### config.mk
export PLATFORM = sky130hd
export DESIGN_NAME = button_ctrl_flat
export DESIGN_NICKNAME = d
export VERILOG_FILES = /design/src/rtl/button_ctrl_pkg.sv /design/src/rtl/button_ctrl_if.sv /design/src/rtl/button_chan.sv /design/src/rtl/button_ctrl.sv /design/src/flat_wrapper.sv
export SDC_FILE = /design/constraint.sdc
export NUM_CORES = 1
export LEC_CHECK = 0
export CAP_MARGIN = 20
export CORE_ASPECT_RATIO = 1.25
export CORE_UTILIZATION = 46
export CTS_BUF_LIST = sky130_fd_sc_hd__clkbuf_4 sky130_fd_sc_hd__clkbuf_8 sky130_fd_sc_hd__clkbuf_16
export DETAILED_ROUTE_END_ITERATION = 8
export SETUP_SLACK_MARGIN = 0.15
export SLEW_MARGIN = 20
export SYNTH_ARGS = -nofsm -noshare
export SYNTH_HDL_FRONTEND = slang
export SYNTH_SLANG_ARGS = --single-unit
export TNS_END_PERCENT = 10
### constraint.sdc
create_clock -name clk -period 7.3 [get_ports clk]
set_clock_uncertainty 0.1 [all_clocks]
set_input_delay 2.19 -clock clk [delete_from_list [all_inputs] [get_ports clk]]
set_output_delay 2.19 -clock clk [all_outputs]
set_load 0.03 [all_outputs]
### src/rtl/button_ctrl_pkg.sv
// button_pkg: shared definitions for the button_ctrl slice.
//   - event code values carried on evt_code
//   - per-channel FSM state type
//   - id_width(): width of the event id field for a given button count
package button_pkg;

    localparam logic [1:0] EVT_NONE    = 2'd0;
    localparam logic [1:0] EVT_PRESS   = 2'd1;
    localparam logic [1:0] EVT_RELEASE = 2'd2;
    localparam logic [1:0] EVT_LONG    = 2'd3;

    typedef enum logic [1:0] {
        ST_RELEASED = 2'd0,
        ST_PRESSED  = 2'd1,
        ST_HELD     = 2'd2
    } btn_state_t;

    // A single button still needs a 1-bit id field.
    function automatic int unsigned id_width(input int unsigned n);
        return (n > 1) ? $clog2(n) : 1;
    endfunction

endpackage

### src/rtl/button_ctrl_if.sv
// button_ctrl_if: valid/ready event port of button_ctrl.
//   evt_valid  event available (producer -> consumer)
//   evt_ready  consumer accepts the event
//   evt_id     source button index
//   evt_code   EVT_PRESS / EVT_RELEASE / EVT_LONG
// Modports: master (event producer), slave (event consumer).
interface button_ctrl_if #(
    parameter int unsigned NB_BUTTONS = 4
);
    import button_pkg::*;

    localparam int unsigned ID_W = id_width(NB_BUTTONS);

    logic            evt_valid;
    logic            evt_ready;
    logic [ID_W-1:0] evt_id;
    logic [1:0]      evt_code;

    modport master (
        output evt_valid,
        output evt_id,
        output evt_code,
        input  evt_ready
    );

    modport slave (
        input  evt_valid,
        input  evt_id,
        input  evt_code,
        output evt_ready
    );

endinterface

### src/rtl/button_chan.sv
// button_chan: one button channel of button_ctrl.
//   clk, rst   system clock, asynchronous active-high reset
//   tick       1 ms pulse from the shared prescaler
//   raw        raw asynchronous button level (1 = pressed)
//   grant_clr  arbiter took this channel's pending event
//   pending    an event is waiting in the one-entry slot
//   code       event code held in the slot
//   level      debounced button level
//   ovf_set    a pending event is being overwritten this cycle
// BUTTON_CTRL_LONG_PRESS_EN: adds the HELD state, hold counter and LONG event.
module button_chan
    import button_pkg::*;
#(
    parameter int unsigned DEBOUNCE_PER_MS = 20,
    parameter int unsigned LONG_PRESS_MS   = 1000
) (
    input  logic       clk,
    input  logic       rst,
    input  logic       tick,
    input  logic       raw,
    input  logic       grant_clr,
    output logic       pending,
    output logic [1:0] code,
    output logic       level,
    output logic       ovf_set
);

    localparam int unsigned DB_W = $clog2(DEBOUNCE_PER_MS + 1);

    logic            sync1, sync2;
    logic [DB_W-1:0] db_cnt;
    logic            flip;

    btn_state_t      state, state_nxt;
    logic            ev_new;
    logic [1:0]      ev_new_code;
    logic            ev_pulse;
    logic [1:0]      ev_code;

    // The level flips on the tick that would bring the counter to
    // DEBOUNCE_PER_MS; the FSM sees the flip combinationally so that
    // level and state update on the same edge.
    assign flip = (sync2 != level) && tick && (db_cnt == DB_W'(DEBOUNCE_PER_MS - 1));

    always_ff @(posedge clk or posedge rst) begin
        if (rst) begin
            sync1  <= 1'b0;
            sync2  <= 1'b0;
            level  <= 1'b0;
            db_cnt <= '0;
        end else begin
            sync1 <= raw;
            sync2 <= sync1;
            if (sync2 == level) begin
                db_cnt <= '0;
            end else if (flip) begin
                db_cnt <= '0;
                level  <= ~level;
            end else if (tick) begin
                db_cnt <= db_cnt + 1'b1;
            end
        end
    end

`ifdef BUTTON_CTRL_LONG_PRESS_EN
    localparam int unsigned HOLD_W = $clog2(LONG_PRESS_MS + 1);

    logic [HOLD_W-1:0] hold_cnt;
    logic              long_hit;

    assign long_hit = tick && (hold_cnt == HOLD_W'(LONG_PRESS_MS - 1));

    // Counts ticks only while in PRESSED; leaving PRESSED restarts it.
    always_ff @(posedge clk or posedge rst) begin
        if (rst) begin
            hold_cnt <= '0;
        end else if (state != ST_PRESSED) begin
            hold_cnt <= '0;
        end else if (tick) begin
            hold_cnt <= hold_cnt + 1'b1;
        end
    end
`endif

    always_ff @(posedge clk or posedge rst) begin
        if (rst) begin
            state <= ST_RELEASED;
        end else begin
            state <= state_nxt;
        end
    end

    always_comb begin
        state_nxt   = state;
        ev_new      = 1'b0;
        ev_new_code = EVT_NONE;
        case (state)
            ST_RELEASED: begin
                if (flip) begin
                    state_nxt   = ST_PRESSED;
                    ev_new      = 1'b1;
                    ev_new_code = EVT_PRESS;
                end
            end
            ST_PRESSED: begin
                if (flip) begin
                    state_nxt   = ST_RELEASED;
                    ev_new      = 1'b1;
                    ev_new_code = EVT_RELEASE;
                end
`ifdef BUTTON_CTRL_LONG_PRESS_EN
                else if (long_hit) begin
                    state_nxt   = ST_HELD;
                    ev_new      = 1'b1;
                    ev_new_code = EVT_LONG;
                end
`endif
            end
`ifdef BUTTON_CTRL_LONG_PRESS_EN
            ST_HELD: begin
                if (flip) begin
                    state_nxt   = ST_RELEASED;
                    ev_new      = 1'b1;
                    ev_new_code = EVT_RELEASE;
                end
            end
`endif
            default: begin
                state_nxt = ST_RELEASED;
            end
        endcase
    end

    // A new event wins over a same-cycle grant clear, so it stays pending.
    always_ff @(posedge clk or posedge rst) begin
        if (rst) begin
            ev_pulse <= 1'b0;
            ev_code  <= EVT_NONE;
            pending  <= 1'b0;
            code     <= EVT_NONE;
        end else begin
            ev_pulse <= ev_new;
            ev_code  <= ev_new_code;
            if (ev_pulse) begin
                pending <= 1'b1;
                code    <= ev_code;
            end else if (grant_clr) begin
                pending <= 1'b0;
                code    <= EVT_NONE;
            end
        end
    end

    assign ovf_set = ev_pulse && pending && !grant_clr;

endmodule

### src/rtl/button_ctrl.sv
// button_ctrl: multi-button front end.
//   clk, rst      system clock, asynchronous active-high reset
//   button_in     raw button levels (1 = pressed)
//   button_state  debounced levels
//   evt           event port (button_ctrl_if.master): evt_valid/evt_ready/evt_id/evt_code
//   evt_ovf       sticky per-channel "event lost" flags
//   ovf_clr       clears evt_ovf (a same-cycle new overflow still sets)
// Shared 1 ms prescaler, NB_BUTTONS button_chan instances, round-robin
// arbiter and the output event register.
// BUTTON_CTRL_LONG_PRESS_EN: enables LONG events in every channel.
module button_ctrl
    import button_pkg::*;
#(
    parameter int unsigned CLK_FREQ        = 95_000,
    parameter int unsigned DEBOUNCE_PER_MS = 20,
    parameter int unsigned LONG_PRESS_MS   = 1000,
    parameter int unsigned NB_BUTTONS      = 4
) (
    input  logic                  clk,
    input  logic                  rst,
    input  logic [NB_BUTTONS-1:0] button_in,
    output logic [NB_BUTTONS-1:0] button_state,
    button_ctrl_if.master         evt,
    output logic [NB_BUTTONS-1:0] evt_ovf,
    input  logic                  ovf_clr
);

    localparam int unsigned ID_W = id_width(NB_BUTTONS);
    localparam int unsigned PS_W = (CLK_FREQ > 1) ? $clog2(CLK_FREQ) : 1;

    logic [PS_W-1:0]       presc;
    logic                  tick;
    logic [NB_BUTTONS-1:0] pending, grant_clr, ovf_set;
    logic [1:0]            chan_code [NB_BUTTONS];
    logic [ID_W-1:0]       last_grant, grant_idx, cand;
    logic                  grant_found, load_en;

    assign tick = (presc == PS_W'(CLK_FREQ - 1));

    always_ff @(posedge clk or posedge rst) begin
        if (rst) begin
            presc <= '0;
        end else if (tick) begin
            presc <= '0;
        end else begin
            presc <= presc + 1'b1;
        end
    end

    for (genvar i = 0; i < NB_BUTTONS; i++) begin : g_chan
        button_chan #(
            .DEBOUNCE_PER_MS (DEBOUNCE_PER_MS),
            .LONG_PRESS_MS   (LONG_PRESS_MS)
        ) u_chan (
            .clk       (clk),
            .rst       (rst),
            .tick      (tick),
            .raw       (button_in[i]),
            .grant_clr (grant_clr[i]),
            .pending   (pending[i]),
            .code      (chan_code[i]),
            .level     (button_state[i]),
            .ovf_set   (ovf_set[i])
        );
    end

    // Search starts one past the last grant and wraps, so the last granted
    // channel is considered last.
    always_comb begin
        grant_found = 1'b0;
        grant_idx   = '0;
        cand        = '0;
        for (int unsigned k = 1; k <= NB_BUTTONS; k++) begin
            cand = ID_W'((32'(last_grant) + k) % NB_BUTTONS);
            if (!grant_found && pending[cand]) begin
                grant_found = 1'b1;
                grant_idx   = cand;
            end
        end
    end

    assign load_en = !evt.evt_valid || evt.evt_ready;

    always_comb begin
        grant_clr = '0;
        if (load_en && grant_found) begin
            grant_clr[grant_idx] = 1'b1;
        end
    end

    always_ff @(posedge clk or posedge rst) begin
        if (rst) begin
            evt.evt_valid <= 1'b0;
            evt.evt_id    <= '0;
            evt.evt_code  <= EVT_NONE;
            last_grant    <= ID_W'(NB_BUTTONS - 1);
        end else if (load_en) begin
            if (grant_found) begin
                evt.evt_valid <= 1'b1;
                evt.evt_id    <= grant_idx;
                evt.evt_code  <= chan_code[grant_idx];
                last_grant    <= grant_idx;
            end else begin
                evt.evt_valid <= 1'b0;
            end
        end
    end

    always_ff @(posedge clk or posedge rst) begin
        if (rst) begin
            evt_ovf <= '0;
        end else begin
            evt_ovf <= (ovf_clr ? '0 : evt_ovf) | ovf_set;
        end
    end

endmodule
### src/flat_wrapper.sv
// flat-port wrapper written by rule: the top's interface ports become plain ports
module button_ctrl_flat import button_pkg::*;
#(
    parameter int unsigned CLK_FREQ        = 95_000,
    parameter int unsigned DEBOUNCE_PER_MS = 20,
    parameter int unsigned LONG_PRESS_MS   = 1000,
    parameter int unsigned NB_BUTTONS      = 4
)
  (clk, rst, button_in, button_state, evt_ovf, ovf_clr, evt_evt_valid, evt_evt_id, evt_evt_code, evt_evt_ready);
  button_ctrl_if #(.NB_BUTTONS(NB_BUTTONS)) evt_i ();
  input  logic clk;
  input  logic rst;
  input  logic [NB_BUTTONS-1:0] button_in;
  output logic [NB_BUTTONS-1:0] button_state;
  output logic [NB_BUTTONS-1:0] evt_ovf;
  input  logic ovf_clr;
  output wire logic [$bits(evt_i.evt_valid)-1:0] evt_evt_valid;
  output wire logic [$bits(evt_i.evt_id)-1:0] evt_evt_id;
  output wire logic [$bits(evt_i.evt_code)-1:0] evt_evt_code;
  input wire logic [$bits(evt_i.evt_ready)-1:0] evt_evt_ready;
  assign evt_evt_valid = evt_i.evt_valid;
  assign evt_evt_id = evt_i.evt_id;
  assign evt_evt_code = evt_i.evt_code;
  assign evt_i.evt_ready = evt_evt_ready;
  button_ctrl #(.CLK_FREQ(CLK_FREQ), .DEBOUNCE_PER_MS(DEBOUNCE_PER_MS), .LONG_PRESS_MS(LONG_PRESS_MS), .NB_BUTTONS(NB_BUTTONS)) u_core (.clk(clk), .rst(rst), .button_in(button_in), .button_state(button_state), .evt(evt_i), .evt_ovf(evt_ovf), .ovf_clr(ovf_clr));
endmodule
==> metrics.md <==
| Metric | Value |
|---|---|
| Status | `finished clean` |
| Critical Path Fanout Max | `4` |
| IO Pins | `21` |
| # clock sinks | `88` |
| Seq/Total Area, Yosys | `57.4%` |
| Critical Path Start Type | `register` |
| Largest net degree at the start of global routing | `60` |
| R2r setup slk | `4.46 ns` |
| Initial antenna violation count | `0` |
| CP bufs+invs | `1` |
| Port Buffers | `20` |
| Post-CTS Hold Fix Bufs | `0` |
| GR Overflow Total | `0` |
| First-pass detailed-route iteration total | `4` |
| RSZ-0062 raised after global routing | `no` |
| Synthesized area | `0.00384 mm²` |
| Initial drt markers | `75` |
| Die Height | `104 µm` |
| Max-slew headroom | `42.6%` |
| Post-Syn Nets | `364` |
| Sequential power share | `60.6%` |
| DRC errors left | `0` |
| Synth warn | `0` |
| Clock edge transition at the registers on the reported setup and hold paths | `0.09 ns` |
| Synth unique cells | `40` |
| Full die area | `0.00872 mm²` |
| H-tree Lvls | `3` |
| CP endpoint kind | `primary output` |
| Total CTS buffers | `9` |
| Layout area overhead | `12.1%` |
| Antenna Cells | `0` |
| Leak | `2.00 nW` |
| Hold path depth | `0` |
| Net Sw Power | `0.189 mW` |
| Met3 wire length | `152 µm` |
| Flops & latches, synth | `88` |
| Fillers | `731` |
| Mapped Cells | `351` |
| Vias in the first global route | `2561` |
| Async set or reset register ratio after synthesis | `100%` |
| VDD IR max | `0.116 mV` |
| Final hold violations | `0` |
| WL met2 | `3390 µm` |
| Clock latency on the worst-skew pair | `0.35 ns` |
| Number of vias per cell | `5.39` |
| Power, Total | `0.809 mW` |
| Clock root cell | `clkbuf_8` |
| Max layer used | `met4` |
| Period utilization | `51.5%` |
| Routed wire length per instance | `14.1 µm` |
| Fmax | `0.266 GHz` |
| Setup tns final | `0 ns` |
| Min Clock Period, post-route | `3.76 ns` |
| Max Root-Sink Buffers | `2` |
| Final setup fails | `0` |
| Delay-heaviest family, CP | `buffers and inverters` |
| Least-Margin Pin Slew | `0.855 ns` |
| Hold crit path type | `register to register` |
| Cell Pwr Density | `188 mW/mm²` |
| Min-delay src | `u_core.g_chan[1].u_chan.sync1` |
| Total Nets Final | `389` |
| Wl on met1 | `3070 µm` |
| Post-CTS sizing | `0` |
| WHS Endpoint | `u_core.g_chan[1].u_chan.sync2` |
| Num rows | `36` |
| P_int | `0.621 mW` |
| R2r startpoint | `u_core.presc[0]` |
| Ys flop type | `dfrtp_1` |
| Post-Route WL | `6700 µm` |
| Average size of a mapped cell | `10.9 µm²` |
| Hold slack final | `0.254 ns` |
| Total stage count of the critical path | `1` |
| Hpwl dp | `4600 µm` |
| Worst Reg-to-Reg Cells | `6` |
| Max_cap viols | `0` |
| Share of cells above drive strength 1 | `7.87%` |
| Setup repair bufs after CTS | `0` |
| Gr usage total | `17.2%` |
| Via count | `2566` |
| Die width | `83.7 µm` |
| Post-synth EDFFs | `0` |
| Logic pwr share | `2.1%` |
| Final Max Slew Viols | `0` |
| Cell Chain, Critical Path | `clkdlybuf4s50_1` |
| Max incr delay on CP | `0.70 ns` |
| Critical Path RT | `5.01 ns` |
| Worst-path cell with the longest stage delay | `clkdlybuf4s50_1` |
| Worst Path Arrival | `1.47 ns` |
| Post-route ant nets | `0` |
| Worst reg2reg endpoint | `u_core.g_chan[2].u_chan.db_cnt[2]` |
| Setup CP Type | `register to primary output` |
| TritonCTS clock tree | `done` |
| Sw Share | `23.3%` |
| Core ar. | `0.00793 mm²` |
| Global-route wire length before repair | `11900 µm` |
| RePlAce Congestion | `0.732` |
| Clk network pwr share | `37.3%` |
| Initial Util | `48.5%` |
==> how the worst max path moves through the flow <==
stage | startpoint | endpoint | slack [ns]
after global routing | u_core.g_chan[0].u_chan.level | button_state[0] | 3.48
after global placement | evt_evt_ready | u_core.evt_ovf[2] | 3.37
final | u_core.g_chan[0].u_chan.level | button_state[0] | 3.54
after detailed placement | evt_evt_ready | u_core.evt_ovf[3] | 3.35
after floorplan | rst | u_core.evt.evt_code[0] | 2.73
after CTS | u_core.g_chan[0].u_chan.level | button_state[0] | 3.51
==> cells in the mapped netlist, types with 4 or more instances <==
library cell	number	area, µm²
a21o_1	8	60.1
a21oi_1	17	85.1
a22o_1	8	70.1
a31oi_1	4	25.0
a32o_1	4	40.0
and2_1	5	31.3
and3_1	6	37.5
buf_4	4	30.0
dfrtp_1	86	2150
ha_1	5	62.6
inv_1	13	48.8
mux2_2	6	67.6
mux2i_1	7	70.1
nand2_1	35	131
nand3_1	23	115
nand3b_1	10	75.1
nor2_1	26	97.6
nor2b_1	13	81.3
nor3_1	8	40.0
or3_1	10	62.6
xnor2_1	18	158
xor2_1	8	70.1
==> stage by stage <==
| step | util, % | instances | setup slack, ns | instance area, µm² |
|---|---|---|---|---|
| finish | 54.3 | 476 | 3.54 | 4310 |
| global route | 54.3 | 476 | 3.48 | 4310 |
| CTS | 54.3 | 476 | 3.51 | 4310 |
| detailed placement | 52.1 | 460 | 3.35 | 4130 |
| global placement | 52.1 | 460 | 3.37 | 4130 |
| floorplan | - | 351 | 2.73 | 3840 |
==> per-layer routing <==
layer  track usage (%)  vias up
met5                 0        -
met4              7.63        0
met3              3.57        6
met2              28.9       28
met1              21.2     1265
li1                  -     1267
==> cell usage in the layout, fill, tap and decap left out, types with 2 or more instances in the layout <==
cell type and n:
a221o_1 2, dfstp_2 2, nor3_1 8, buf_4 2, mux2_2 6, mux2i_1 7
a21o_1 8, dfrtp_1 86, a22o_1 8, nand3_1 23, clkbuf_8 9, nor2b_1 13
clkinv_2 3, inv_1 12, a31oi_1 4, nor2_1 26, a21oi_1 17, clkdlybuf4s50_1 20
nor4_1 2, and4_1 2, o21ai_0 2, xor2_1 8, or3_1 10, ha_1 5
and2_1 5, and3_1 6, inv_6 3, o22ai_1 2, nand3b_1 10, xnor2_1 18
a32o_1 4, nand2_1 35, or2_2 2
==> state kept, by name, summed over array words and instances (netlist names), 4 cells and up <==
name,flops
u_core.evt_ovf,4
u_core.g_chan.u_chan.code,8
u_core.g_chan.u_chan.db_cnt,20
u_core.g_chan.u_chan.ev_code,8
u_core.g_chan.u_chan.ev_pulse,4
u_core.g_chan.u_chan.level,4
u_core.g_chan.u_chan.pending,4
u_core.g_chan.u_chan.state,4
u_core.g_chan.u_chan.sync1,4
u_core.g_chan.u_chan.sync2,4
u_core.presc,17
==> area by class of cell <==
| type | instances | area, µm² | area share, % |
|---|---|---|---|
| clock inverter | 7 | 52.6 | 1.22 |
| sequential | 88 | 2200 | 51.2 |
| timing repair buffer | 22 | 215 | 5.00 |
| multi-input combinational | 242 | 1540 | 35.8 |
| inverter | 13 | 50.0 | 1.16 |
| tap | 95 | 119 | 2.76 |
| clock buffer | 9 | 124 | 2.88 |
==> power groups by stage <==
stage               clock (mW)  sequential [mW]  combinational [mW]
finish                   0.302            0.490              0.0169
detailed placement           0            0.500              0.0178
global placement             0            0.500              0.0179
floorplan                    0            0.500             0.00990
CTS                      0.315            0.490              0.0180
global route             0.333            0.491              0.0200
==> cell families after synthesis <==
logic type	count (synthesis)	synth area share (%)
xor+xnor	26	5.93
compound gates	48	8.60
buf+inv	21	2.51
flops	88	57.4
simple gates	150	20.4
mux	13	3.58
fa+ha+maj	5	1.63
(Power assumes the default switching activity.)
